<file path="src/rtl/cache_arb_pkg.sv">
// Shared types and constants for the cache arbiter: FSM state encoding,
// transaction owner encoding and the starvation counter width.
package cache_arb_pkg;

    localparam int STARVE_W = 4;

    typedef enum logic {
        ARB_IDLE = 1'b0,
        ARB_WAIT = 1'b1
    } arb_state_t;

    typedef enum logic {
        OWN_D = 1'b0,
        OWN_I = 1'b1
    } owner_t;

endpackage

</file>
<file path="src/rtl/cache_arb_stats.sv">
// Hit/miss counters for responses forwarded by the cache arbiter.
// Both counters wrap modulo 2^32 and clear on reset.
module cache_arb_stats (
    input  logic        clk,
    input  logic        rst_n,
    input  logic        resp_fire,
    input  logic        hit,
    output logic [31:0] hit_cnt,
    output logic [31:0] miss_cnt
);

    // Count each completed transaction as either a hit or a miss.
    always_ff @(posedge clk or negedge rst_n) begin
        if (!rst_n) begin
            hit_cnt  <= '0;
            miss_cnt <= '0;
        end else if (resp_fire) begin
            if (hit) begin
                hit_cnt <= hit_cnt + 32'd1;
            end else begin
                miss_cnt <= miss_cnt + 32'd1;
            end
        end
    end

endmodule

</file>
<file path="src/rtl/cache_arbiter.sv">
// Shares one cache port between the instruction-fetch requester (I, read
// only) and the data requester (D, read/write). D has fixed priority, with a
// starvation counter that hands I the port after MAX_CONSEC_D contested D
// grants. Optional hit/miss statistics are built when CACHE_ARB_STATS_EN is
// defined; otherwise the stat outputs are tied to 0.
//
// state    | meaning
// ARB_IDLE | arbitrating; winner drives the cache combinationally
// ARB_WAIT | request issued; cache inputs held, response routed to owner
module cache_arbiter
    import cache_arb_pkg::*;
#(
    parameter int MAX_CONSEC_D = 4
) (
    input  logic        clk,
    input  logic        reset,
    input  logic        d_req_valid,
    input  logic [31:0] d_addr,
    input  logic        d_mem_read,
    input  logic        d_mem_write,
    input  logic [31:0] d_din,
    output logic        d_ready,
    output logic        d_resp_valid,
    output logic [31:0] d_dout,
    output logic        d_hit,
    input  logic        i_req_valid,
    input  logic [31:0] i_addr,
    output logic        i_ready,
    output logic        i_resp_valid,
    output logic [31:0] i_dout,
    output logic        i_hit,
    output logic        c_is_input_valid,
    output logic [31:0] c_addr,
    output logic        c_mem_read,
    output logic        c_mem_write,
    output logic [31:0] c_din,
    input  logic        c_is_ready,
    input  logic        c_is_output_valid,
    input  logic [31:0] c_dout,
    input  logic        c_is_hit,
    output logic [31:0] stat_hit_cnt,
    output logic [31:0] stat_miss_cnt
);

    localparam logic [STARVE_W-1:0] STARVE_MAX = STARVE_W'(MAX_CONSEC_D);

    arb_state_t          state_q, state_d;
    owner_t              owner_q;
    logic [31:0]         addr_q, din_q;
    logic                read_q, write_q;
    logic [STARVE_W-1:0] starve_q;
    logic                grant_d, grant_i, handshake;

    // Arbitration, cache-port muxing and response routing. Every output is
    // forced to 0 while reset is asserted, including the combinational paths.
    always_comb begin
        state_d          = state_q;
        grant_d          = 1'b0;
        grant_i          = 1'b0;
        handshake        = 1'b0;
        d_ready          = 1'b0;
        i_ready          = 1'b0;
        d_resp_valid     = 1'b0;
        d_dout           = '0;
        d_hit            = 1'b0;
        i_resp_valid     = 1'b0;
        i_dout           = '0;
        i_hit            = 1'b0;
        c_is_input_valid = 1'b0;
        c_addr           = '0;
        c_mem_read       = 1'b0;
        c_mem_write      = 1'b0;
        c_din            = '0;
        if (!reset) begin
            state_d = ARB_IDLE;
        end else if (state_q == ARB_IDLE) begin
            if (i_req_valid && (!d_req_valid || starve_q == STARVE_MAX)) begin
                grant_i = 1'b1;
            end else if (d_req_valid) begin
                grant_d = 1'b1;
            end
            if (grant_i) begin
                c_is_input_valid = 1'b1;
                c_addr           = i_addr;
                c_mem_read       = 1'b1;
            end else if (grant_d) begin
                // write wins over read; neither set is treated as a read
                c_is_input_valid = 1'b1;
                c_addr           = d_addr;
                c_mem_write      = d_mem_write;
                c_mem_read       = !d_mem_write;
                c_din            = d_din;
            end
            if (c_is_input_valid && c_is_ready) begin
                handshake = 1'b1;
                d_ready   = grant_d;
                i_ready   = grant_i;
                state_d   = ARB_WAIT;
            end
        end else begin
            c_addr      = addr_q;
            c_mem_read  = read_q;
            c_mem_write = write_q;
            c_din       = din_q;
            if (c_is_output_valid) begin
                if (owner_q == OWN_D) begin
                    d_resp_valid = 1'b1;
                    d_dout       = c_dout;
                    d_hit        = c_is_hit;
                end else begin
                    i_resp_valid = 1'b1;
                    i_dout       = c_dout;
                    i_hit        = c_is_hit;
                end
                state_d = ARB_IDLE;
            end
        end
    end

    // FSM state register.
    always_ff @(posedge clk or negedge reset) begin
        if (!reset) begin
            state_q <= ARB_IDLE;
        end else begin
            state_q <= state_d;
        end
    end

    // Capture the normalised winning command so the cache sees it stable in WAIT.
    always_ff @(posedge clk or negedge reset) begin
        if (!reset) begin
            owner_q <= OWN_D;
            addr_q  <= '0;
            read_q  <= 1'b0;
            write_q <= 1'b0;
            din_q   <= '0;
        end else if (handshake) begin
            owner_q <= grant_i ? OWN_I : OWN_D;
            addr_q  <= c_addr;
            read_q  <= c_mem_read;
            write_q <= c_mem_write;
            din_q   <= c_din;
        end
    end

    // Count contested D grants; an I grant resets the count.
    always_ff @(posedge clk or negedge reset) begin
        if (!reset) begin
            starve_q <= '0;
        end else if (handshake) begin
            if (grant_i) begin
                starve_q <= '0;
            end else if (i_req_valid && starve_q != STARVE_MAX) begin
                starve_q <= starve_q + 1'b1;
            end
        end
    end

`ifdef CACHE_ARB_STATS_EN
    logic resp_fire;
    assign resp_fire = reset && (state_q == ARB_WAIT) && c_is_output_valid;

    cache_arb_stats u_stats (
        .clk      (clk),
        .rst_n    (reset),
        .resp_fire(resp_fire),
        .hit      (c_is_hit),
        .hit_cnt  (stat_hit_cnt),
        .miss_cnt (stat_miss_cnt)
    );
`else
    assign stat_hit_cnt  = '0;
    assign stat_miss_cnt = '0;
`endif

endmodule
</file>
<file path="config.mk">
export PLATFORM = sky130hd
export DESIGN_NAME = cache_arbiter
export DESIGN_NICKNAME = d
export VERILOG_FILES = /design/src/rtl/cache_arb_pkg.sv /design/src/rtl/cache_arb_stats.sv /design/src/rtl/cache_arbiter.sv
export SDC_FILE = /design/constraint.sdc
export NUM_CORES = 1
export LEC_CHECK = 0
export ABC_AREA = 1
export CORE_AREA = 5 5 129 131
export CTS_CLUSTER_SIZE = 30
export DETAILED_ROUTE_END_ITERATION = 16
export DIE_AREA = 0 0 134 136
export PLACE_DENSITY = 0.79
export SLEW_MARGIN = 20
export SYNTH_ARGS = -nofsm -noshare
export SYNTH_HDL_FRONTEND = slang
export SYNTH_SLANG_ARGS = --single-unit
</file>
<file path="constraint.sdc">
create_clock -name clk -period 3.4 [get_ports clk]
set_input_delay 0.68 -clock clk [delete_from_list [all_inputs] [get_ports clk]]
set_output_delay 0.68 -clock clk [all_outputs]
set_load 0.01 [all_outputs]
</file>
Word-level counts from Yosys, hierarchy flattened:

Cells that the tools add are included.

* input port bits: 137
* output and inout bits: 201
* word-level logic and storage cells: 88
* flip-flop bits (word level): 72

* mux-type cells: 70
* $add $sub $neg: 1
* equality and inequality tests: 2
* reduce and logical (&&, ||, !) cells: 8

Operators with widths (number)
* $mux 32: 16
* $mux 1: 52
* $mux 4: 2
* $add 4x1->4 const B: 1
* $eq 4x3->1 const B: 1
* $ne 4x3->1 const B: 1
* $logic_and 1x1->1: 3
* $logic_not 1->1: 2
* $reduce_and 2->1: 1
* $reduce_bool 2->1: 1
* $logic_or 1x1->1: 1

Depth between registers and ports, before layout:

* word-level depth: 15
* depth in mapped cells: 10

Worst setup path after synthesis:

OpenSTA, ideal clock, no wires.

* path type: input port to output port
* start point: input i_req_valid
* end point: output d_ready
* arrival: 1.664 ns
* setup slack: 1.056 ns
* data required time: 2.720 ns
* stages: 6
* path through: buf_4 > nor2_1 > nor2_2 > nand2_1 > buf_4 > nor3_1

* longest elaborated chain between the ends: 12
* elaborated cells between the ends (all ways): 15

RTL lines
* start, declared: line cache_arbiter.sv:26 `input logic i_req_valid,`
* $logic_and 1x1->1 *: line cache_arbiter.sv:77 `if (i_req_valid && (!d_req_valid || starve_q == STARVE_MAX)) begin`
* $mux 1: line cache_arbiter.sv:77
* $mux 1: line cache_arbiter.sv:76 `end else if (state_q == ARB_IDLE) begin`
* $mux 1: line cache_arbiter.sv:74 `if (!reset) begin`
* $mux 1: line cache_arbiter.sv:86 `end else if (grant_d) begin`
* $mux 1: line cache_arbiter.sv:82 `if (grant_i) begin`
* $mux 1: line cache_arbiter.sv:76
* $mux 1: line cache_arbiter.sv:74
* $logic_and 1x1->1: line cache_arbiter.sv:94 `if (c_is_input_valid && c_is_ready) begin`
* $mux 1 *: line cache_arbiter.sv:94
* $mux 1 *: line cache_arbiter.sv:76
* $mux 1 *: line cache_arbiter.sv:74
* end, declared: line cache_arbiter.sv:22 `output logic d_ready,`

Every way passes the cells marked *; elsewhere a longest branch is shown, timed or not. The select of a mux whose other input is x is not followed.

Worst setup path in the final report:

* start point: input d_req_valid
* end point: output c_addr[25]

* longest elaborated chain between the ends: 10
* elaborated cells between the ends (all ways): 14

RTL lines
* start, declared: line cache_arbiter.sv:17 `input logic d_req_valid,`
* $logic_not 1->1: line cache_arbiter.sv:77
* $logic_or 1x1->1: line cache_arbiter.sv:77
* $logic_and 1x1->1: line cache_arbiter.sv:77
* $mux 1: line cache_arbiter.sv:77
* $mux 1: line cache_arbiter.sv:76
* $mux 1: line cache_arbiter.sv:74
* $mux 32: line cache_arbiter.sv:86
* $mux 32 *: line cache_arbiter.sv:82
* $mux 32 *: line cache_arbiter.sv:76
* $mux 32 *: line cache_arbiter.sv:74
* end, declared: line cache_arbiter.sv:33 `output logic [31:0] c_addr,`

Marked as above.

==> key figures <==
Critical path
  • Crit path kind: in -> out
  • Worst Reg2Reg Path Length in Cells: 6
  • Startpoint types: primary input
  • FF-to-FF Start: state_q
  • CP Data Arrival Time: 2.60 ns
  • Worst setup path start: d_req_valid
  • Max FO, Critical Path: 32
  • Crit path required time: 2.72 ns
  • Worst setup EP type: primary output

Final layout
  • Fin cells: 1273
  • Design Area, Final: 8268 um2
  • P&R area growth vs syn: 55.48%
  • Layout cells sized above 1: 0.03978
  • # diodes: 0
  • Fin nets: 1215

Timing
  • Clk_skew: 0.007786 ns
  • Post-layout minimum cycle time: 3.280 ns
  • Final setup fails: 0
  • Relative slew slack: 0.4762
  • Unrepaired setup endpoints after global routing: no
  • Setup WS post-layout: 0.1201 ns
  • Least-Margin Pin Slew: 0.7856 ns
  • Post-route clock period utilization: 0.9647
  • Fin. Hold Viols: 0
  • Hold Slack: 0.3799 ns
  • Setup TNS: 0 ns
  • Max Clk Rate: 304.9 MHz
  • Slew Viols, Final: 0

Floorplanning
  • Die W: 134 um
  • Row count: 46
  • Die H: 136 um
  • Initial Util: 0.3435
  • Core area: 15480 um2
  • Die footprint: 18220 um2
  • Top Ports: 338

Route
  • Initial drt markers: 360
  • ANT nets after route: 0
  • Vias: 5913
  • Avg Vias per Cell: 4.645
  • Drt total wl: 18130 um
  • Routed length per placed instance: 14.24 um
  • DRC Markers: 0
  • DR pass1 iterations: 6

Synth
  • Synthesized cell area: 5318 um2
  • Post-synth ARST share: 1.000
  • FF+latch count, synth: 72
  • Mapped Cells: 830
  • Yosys warns: 0
  • Synthesized area per cell: 6.407 um2
  • Post-synth EDFFs: 0
  • Sequential fraction of the synthesis area: 0.3388
  • Post-synth cell types: 26
  • Prevailing post-synth register cell: dfrtp_1
  • Synth area leaders: dfrtp_1 34%, nand2_1 19%, nand3_1 12%
  • Post-synth top area share: 0.3388
  • Largest area contributor in the netlist: dfrtp_1

Clock tree
  • CTS tree: done
  • Clock Tree Root: clkbuf_16
  • Postcts setup bufs: 0
  • Worst-path clk slew: 0.06 ns
  • Clock sinks: 72
  • CTS buffer count: 9
  • Number of H-tree levels: 3
  • CTS max path bufs: 2
  • Worst skew pair latency: 0.34 ns

Global routing
  • Vias in the first global route: 5537
  • Largest net degree at the start of global routing: 98
  • First-pass GRT wire length: 28000 um
  • Initial antenna violation count: 0
  • Grt ovf: 0
  • Gr usage total: 0.1883

Place
  • Placed insts: 1257
  • HPWL reported at the end of detailed placement: 13190 um
  • DP Worst Slack: 0.1075 ns
  • Placed cell area: 7990 um2
  • Gpl congestion: 0.7791
  • Buffers on Ports: 272

Worst hold path
  • Worst hold-check path type: in -> async

Run
  • Max Cap Viol: 0

Power
  • Max VDD drop: 208.9 uV
  • Leak: 4.229 nW
  • PD cells: 344.3 nW/um2

Run status
  • Outcome: finished clean
## placed cells by master, fill, tap and decap left out
cell type        instances
clkdlybuf4s50_1        270
nand2_1                269
nand3_1                131
inv_1                   77
dfrtp_1                 72
nor2_1                  71
conb_1                  64
o21ai_0                 38
a31oi_1                 32
buf_4                   10
clkbuf_16                9
buf_12                   7
a21oi_1                  4
inv_2                    3
clkbuf_1                 3
nor3_1                   2
nand2_2                  2
ha_1                     2
clkinv_2                 2
a21oi_4                  1
o21ai_2                  1
nor3_2                   1
inv_4                    1
nor2_2                   1
nand4_1                  1
a21oi_2                  1
nor2_4                   1
nor3_4                   1
o21bai_1                 1
clkinvlp_4               1
clkbuf_8                 1
dlymetal6s2s_1           1
## worst max-delay path: stages
cell,delay (ns)
clkdlybuf4s50_1,0.53
inv_1,0.10
a21oi_4,0.20
buf_12,0.22
nand2_1,0.09
a31oi_1,0.19
clkdlybuf4s50_1,0.57
## report_power, final
part | internal [mW] | switching, mW | leakage [nW]
Sequential | 0.983 | 0.0734 | 0.963
Combinational | 0.433 | 0.488 | 3.14
Clock | 0.512 | 0.357 | 0.130
## metrics by stage
stage	util	power [mW]
finish	0.5340	2.847
global route	0.5340	3.034
CTS	0.5334	2.888
detailed placement	0.5161	1.994
global placement	0.5161	1.973
floorplan	-	1.605
## flip-flops by register name (all words and copies together) (netlist names)
register	cells
read_q	1
owner_q	1
state_q	1
write_q	1
din_q	32
addr_q	32
starve_q	4
## worst paths after layout
kind                                    to  slack [ns]
worst max-delay path            c_addr[25]        0.12
worst min-delay path             din_q[30]        0.38
worst max register to register     state_q        1.53
worst min register to register  addr_q[22]        0.47
max in group asynchronous       addr_q[21]        2.73
min in group clk                addr_q[22]        0.47
## metal layers
metal,track usage,part of all wire,vias up
li1,-,-,2998
met1,0.2131,0.40,2669
met2,0.3408,0.50,207
met3,0.04922,0.069,39
met4,0.07029,0.029,0
met5,0,0,-
## layout make-up
cell class	count	area [um2]
well taps	192	240.2
fillers	1473	7214
repair buffers	288	2930
clock buffers	13	250.2
flip-flops and latches	72	1802
inverters	81	306.5
multi-input cells	624	2721
clock inverters	3	17.52
## synthesized netlist by cell type (2+ instances only)
cell type,count
buf_2,25
dfrtp_1,72
o21ai_0,38
ha_1,2
clkbuf_1,18
inv_2,4
nor2_1,71
buf_4,71
inv_1,77
a31oi_1,32
nor3_1,3
nand2_1,270
a21oi_1,4
nand3_1,131
## kinds of logic (layout without fill, tap and decap cells)
group	Yosys count	after routing	share of synthesized area
fa+ha+maj	2	2	0.004705
flops	72	72	0.3388
simple gates	480	480	0.3744
other cells	1	64	0.0007052
compound gates	78	78	0.08494
buf+inv	197	385	0.1965
## what timing repair did
action / in CTS / in global routing
resized for setup: 0 / 4
hold buffers: 0 / 0
hold endpoints to repair: 0 / 0
endpoints found under the setup margin: 0 / 2
(Power assumes the default switching activity.)
